--- src/rtl/zl_ts_pkg.sv ---
// Shared constants, state encoding and width helper for the TS sync aligner.
// Pure declarations: no logic, no latency, no flow control.
package zl_ts_pkg;

  localparam logic [7:0] TS_SYNC_BYTE    = 8'h47;
  localparam int         TS_PKT_LEN      = 188;
  localparam int         TS_LOCK_COUNT   = 3;
  localparam int         TS_UNLOCK_COUNT = 3;
  localparam int         POS_W           = $clog2(TS_PKT_LEN);

  typedef enum logic [1:0] {
    HUNT   = 2'd0,
    VERIFY = 2'd1,
    LOCK   = 2'd2
  } ts_state_e;

  // Bits needed to hold a counter that saturates at n (n >= 1).
  function automatic int cnt_w(input int n);
    return $clog2(n + 1);
  endfunction

endpackage

--- src/rtl/zl_pipe_stage.sv ---
// 1-entry registered req/ack stage (data + sop): 1-cycle load-to-req latency.
// Holds its contents until out_ack; can_load allows load and drain in the same cycle.
module zl_pipe_stage #(
  parameter int W = 8
) (
  input  logic         clk,
  input  logic         rst,
  input  logic         load,
  input  logic [W-1:0] load_data,
  input  logic         load_sop,
  output logic         can_load,
  output logic         out_req,
  input  logic         out_ack,
  output logic [W-1:0] out_data,
  output logic         out_sop
);

  assign can_load = !out_req || out_ack;

  always_ff @(posedge clk or posedge rst) begin
    if (rst) begin
      out_req  <= 1'b0;
      out_data <= '0;
      out_sop  <= 1'b0;
    end else if (load) begin
      out_req  <= 1'b1;
      out_data <= load_data;
      out_sop  <= load_sop;
    end else if (out_ack) begin
      out_req  <= 1'b0;
    end
  end

endmodule

--- src/rtl/zl_ts_sync_aligner.sv ---
// Hunts MPEG-TS sync, locks after repeated syncs, forwards whole packets with sop.
// 1-cycle latency to out_req; in_ack stalls only while locked and the output is blocked.
module zl_ts_sync_aligner
  import zl_ts_pkg::*;
#(
  parameter logic [7:0] SYNC_BYTE    = TS_SYNC_BYTE,
  parameter int         PKT_LEN      = TS_PKT_LEN,
  parameter int         LOCK_COUNT   = TS_LOCK_COUNT,
  parameter int         UNLOCK_COUNT = TS_UNLOCK_COUNT
) (
  input  logic       clk,
  input  logic       rst,
  input  logic       in_req,
  output logic       in_ack,
  input  logic [7:0] in_data,
  output logic       out_req,
  input  logic       out_ack,
  output logic [7:0] out_data,
  output logic       out_sop,
  output logic       locked,
  output logic       sync_miss
);

  localparam int PW = $clog2(PKT_LEN);
  localparam int GW = cnt_w(LOCK_COUNT);
  localparam int MW = cnt_w(UNLOCK_COUNT);
  localparam logic [PW-1:0] POS_LAST  = PW'(PKT_LEN - 1);
  localparam logic [GW-1:0] GOOD_LOCK = GW'(LOCK_COUNT);
  localparam logic [MW-1:0] MISS_DROP = MW'(UNLOCK_COUNT);

  ts_state_e     state_q, state_d;
  logic [PW-1:0] pos_q, pos_d;
  logic [GW-1:0] good_q, good_d;
  logic [MW-1:0] miss_q, miss_d;
  logic          load, load_sop, can_load, consume, is_sync, at_pos0, sync_miss_d;

  assign in_ack  = (state_q == LOCK) ? (in_req && can_load) : in_req;
  assign consume = in_req && in_ack;
  assign is_sync = (in_data == SYNC_BYTE);
  assign at_pos0 = (pos_q == '0);

  always_comb begin
    state_d     = state_q;
    pos_d       = pos_q;
    good_d      = good_q;
    miss_d      = miss_q;
    load        = 1'b0;
    load_sop    = 1'b0;
    sync_miss_d = 1'b0;
    if (consume) begin
      pos_d = (pos_q == POS_LAST) ? '0 : pos_q + PW'(1);
      unique case (state_q)
        HUNT: begin
          if (is_sync) begin
            good_d = GW'(1);
            pos_d  = PW'(1);
            if (GOOD_LOCK == GW'(1)) begin
              state_d  = LOCK;
              miss_d   = '0;
              load     = 1'b1;
              load_sop = 1'b1;
            end else begin
              state_d = VERIFY;
            end
          end else begin
            pos_d = '0;
          end
        end
        VERIFY: begin
          if (at_pos0) begin
            if (is_sync) begin
              good_d = good_q + GW'(1);
              if (good_d == GOOD_LOCK) begin
                state_d  = LOCK;
                miss_d   = '0;
                load     = 1'b1;
                load_sop = 1'b1;
              end
            end else begin
              // The failing byte is discarded, not rescanned as a new candidate.
              state_d = HUNT;
              pos_d   = '0;
            end
          end
        end
        LOCK: begin
          if (at_pos0 && !is_sync) begin
            miss_d      = miss_q + MW'(1);
            sync_miss_d = 1'b1;
            if (miss_d == MISS_DROP) begin
              state_d = HUNT;
              pos_d   = '0;
            end else begin
              load     = 1'b1;
              load_sop = 1'b1;
            end
          end else begin
            if (at_pos0) miss_d = '0;
            load     = 1'b1;
            load_sop = at_pos0;
          end
        end
        default: state_d = HUNT;
      endcase
    end
  end

  always_ff @(posedge clk or posedge rst) begin
    if (rst) begin
      state_q   <= HUNT;
      pos_q     <= '0;
      good_q    <= '0;
      miss_q    <= '0;
      locked    <= 1'b0;
      sync_miss <= 1'b0;
    end else begin
      state_q   <= state_d;
      pos_q     <= pos_d;
      good_q    <= good_d;
      miss_q    <= miss_d;
      locked    <= (state_d == LOCK);
      sync_miss <= sync_miss_d;
    end
  end

  zl_pipe_stage #(.W(8)) u_out_stage (
    .clk       (clk),
    .rst       (rst),
    .load      (load),
    .load_data (in_data),
    .load_sop  (load_sop),
    .can_load  (can_load),
    .out_req   (out_req),
    .out_ack   (out_ack),
    .out_data  (out_data),
    .out_sop   (out_sop)
  );

endmodule

--- config.mk ---
export PLATFORM = sky130hd
export DESIGN_NAME = zl_ts_sync_aligner
export DESIGN_NICKNAME = d
export VERILOG_FILES = /design/src/rtl/zl_ts_pkg.sv /design/src/rtl/zl_pipe_stage.sv /design/src/rtl/zl_ts_sync_aligner.sv
export SDC_FILE = /design/constraint.sdc
export NUM_CORES = 1
export LEC_CHECK = 0
export BUFFER_PORTS_ARGS = -buffer_cell sky130_fd_sc_hd__clkbuf_2
export CORE_MARGIN = 4
export CORE_UTILIZATION = 50
export CTS_CLUSTER_DIAMETER = 40
export DETAILED_ROUTE_END_ITERATION = 8
export PLACE_DENSITY = 0.72
export SLEW_MARGIN = 5
export SYNTH_ARGS = -nofsm -noshare
export SYNTH_HDL_FRONTEND = slang
export SYNTH_SLANG_ARGS = --single-unit
--- constraint.sdc ---
create_clock -name clk -period 2.5 [get_ports clk]
set_clock_uncertainty 0.2 [all_clocks]
set_input_delay 0.75 -clock clk [delete_from_list [all_inputs] [get_ports clk]]
set_output_delay 0.75 -clock clk [all_outputs]
set_load 0.005 [all_outputs]
==> flow_summary.ini <==
[timing]
fin_tns_setup_ns = 0
fin_crit_sh = 0.982
rsz0062_at_grt = yes
slew_headroom = 0.727
min_period_ns = 2.45
finalSetupViolCount = 0
clock.fmax_ghz = 0.408
hold_viol_final = 0
tightest_slew_ns = 0.406
maxSlewViolCount = 0

[synthesis]
synth.avg_cell_area_um2 = 10.6
syn_area_mm2 = 0.00146
syn_nets = 158
synth_ff_type = dfrtp_1
synth.distinct_cells = 42
yosysTopAreaCellShare = 0.446
synth_edf_count = 0
ys_warn_count = 0
yosys-top-cells-area = dfrtp_1 45%, mux2_2 8.5%, ha_1 6.9%, nor2_1 3.1%, a22o_1 3.0%
ys_seq_elements = 26
async_reset_ff_frac = 1.00
ys_seq_area_frac = 0.446
syn-instance-count = 138
synth_top_cell_by_area = dfrtp_1

[cts]
cts-root-buf = clkbuf_4
htreeDepth = 1
cts-buffers-inserted = 3
cts.sinks = 26
clk_latency_ns = 0.34
cts.path.max_buffers = 2
cts_tree = built
ctsHoldBuffers = 0
cts.clk_slew.worst_paths_ns = 0.16

[routing]
ant_nets = 0
drc = 0
vias = 1277
wirelength_um = 3390
wire_per_inst_um = 15.3
drt_iter0_markers = 42
first_pass_iters = 4
vias_per_cell = 5.75

[layout]
drive_gt1_frac = 0.414
syn2layout_area_growth_pct = 30.8
fillers = 219
utilization = 0.686
n_antenna_cell = 0
nets = 212

[hold_path]
hold_path.class = input pin to async pin

[global_routing]
grt_pass1_vias = 1260
grt_max_degree = 27
grt.total_usage = 0.195
grt_pass1_wl_um = 5510
grt_antenna_before_repair = 0
gr-total-overflow = 0

[power_and_ir_drop]
total_leakage_power_nw = 0.943
ir_drop_mv = 0.601
powerDensity_mw_per_mm2 = 541

[outcome]
status = finished clean

[setup_path]
cp.required_ns = 2.55
crit_path_start_kind = input pin
crit_type = input pin to flop
crit_arrival_ns = 2.50
crit_fanout = 10
crit_path_end_kind = flop

[place]
routabilityCongestion = 0.852
hpwl_um = 2570
numPortBuffers = 24

[floorplanning]
std_cell_rows = 19
die_x_um = 62.0
dieArea_mm2 = 0.00384
start_util = 0.524
die_y_um = 62.0
core_mm2 = 0.00278
boundaryPins = 25

[flow_run]
maxCapViolations = 0
==> registers in the layout (all words and copies together) (netlist names) <==
| signal | count |
|---|---|
| locked | 1 |
| miss_q | 2 |
| u_out_stage.out_data | 8 |
| state_q | 2 |
| u_out_stage.out_req | 1 |
| pos_q | 8 |
| u_out_stage.out_sop | 1 |
| good_q | 2 |
| sync_miss | 1 |
==> cells in the mapped netlist (all sizes together), types with 3 or more instances <==
library cell,instances
nor3,7
a22o,5
nand2,9
mux2,11
a21oi,3
o31ai,4
ha,8
inv,11
nand3,5
nor2,12
o21ai,5
dfrtp,26
==> worst max-delay path, stage by stage <==
cell and delay, ns:
clkbuf_2 0.10, or4b_4 0.58, o2111ai_4 0.28, nand2_2 0.12, a21oi_4 0.18, buf_12 0.14
mux2_2 0.34
==> routing by layer <==
layer	part of all wire	global-route usage	vias up	wire length (µm)
li1	-	-	613	-
met1	0.44	0.262	621	1500
met2	0.49	0.327	36	1680
met3	0.044	0.0186	7	149
met4	0.018	0.0727	0	61
met5	0	0	-	0
==> layout make-up <==
class | instances | area [µm²] | area share
tap | 31 | 38.8 | 0.0203
timing repair buffer | 52 | 343 | 0.180
multi-input combinational | 98 | 778 | 0.408
clock inverter | 1 | 30.0 | 0.0157
clock buffer | 3 | 22.5 | 0.0118
sequential | 26 | 651 | 0.341
inverter | 11 | 43.8 | 0.0230
==> kinds of logic after synthesis <==
group | Yosys count | synth area share
muxes | 11 | 0.0850
DFF | 26 | 0.446
AOI/OAI and AO/OA | 33 | 0.193
buffers and inverters | 14 | 0.0369
and+or+nand+nor | 46 | 0.170
adders and majority gates | 8 | 0.0687
==> through the flow <==
stage	hold slack (ns)	cells	area [µm²]	power, mW	setup slack [ns]
4_1_cts	0.222	219	1890	1.03	0.00488
2_1_floorplan	0.285	138	1470	0.625	-0.140
6_report	0.207	222	1910	1.03	0.0461
5_1_grt	0.256	222	1910	1.08	-0.00113
3_3_place_gp	0.289	213	1810	0.718	-0.240
3_5_place_dp	0.296	213	1810	0.732	-0.279
==> where the power goes <==
part,internal [mW],switching (mW)
Clock,0.162,0.136
Sequential,0.469,0.0254
Combinational,0.125,0.113
Total,0.756,0.274
==> placed cells by master (no fill, tap or decap), types with 4 or more instances in the layout <==
master	n
clkbuf_2	24
ha_1	8
dfrtp_1	26
a22o_1	5
nor3_1	6
nand2_1	8
mux2_2	11
o21ai_0	5
inv_1	10
nand3_1	5
buf_4	27
o31ai_1	4
nor2_1	11
==> final timing paths <==
check / slack, ns / start / cells past startpoint / end
worst min register to register: 0.33 / u_out_stage.out_data[0] / 1 / u_out_stage.out_data[0]
worst max-delay path: 0.05 / in_data[4] / 7 / u_out_stage.out_data[2]
min in group clk: 0.33 / u_out_stage.out_data[0] / 1 / u_out_stage.out_data[0]
max in group asynchronous: 1.64 / rst / 3 / locked
worst max register to register: 0.11 / pos_q[1] / 10 / pos_q[3]
worst min-delay path: 0.21 / rst / 3 / sync_miss
==> repair_timing <==
item                                    4_1_cts  5_1_grt
setup buffers                                 2        4
pin swaps                                     1        2
gates resized for setup                       4        0
endpoints found under the setup margin        6        6
(Power assumes the default switching activity.)
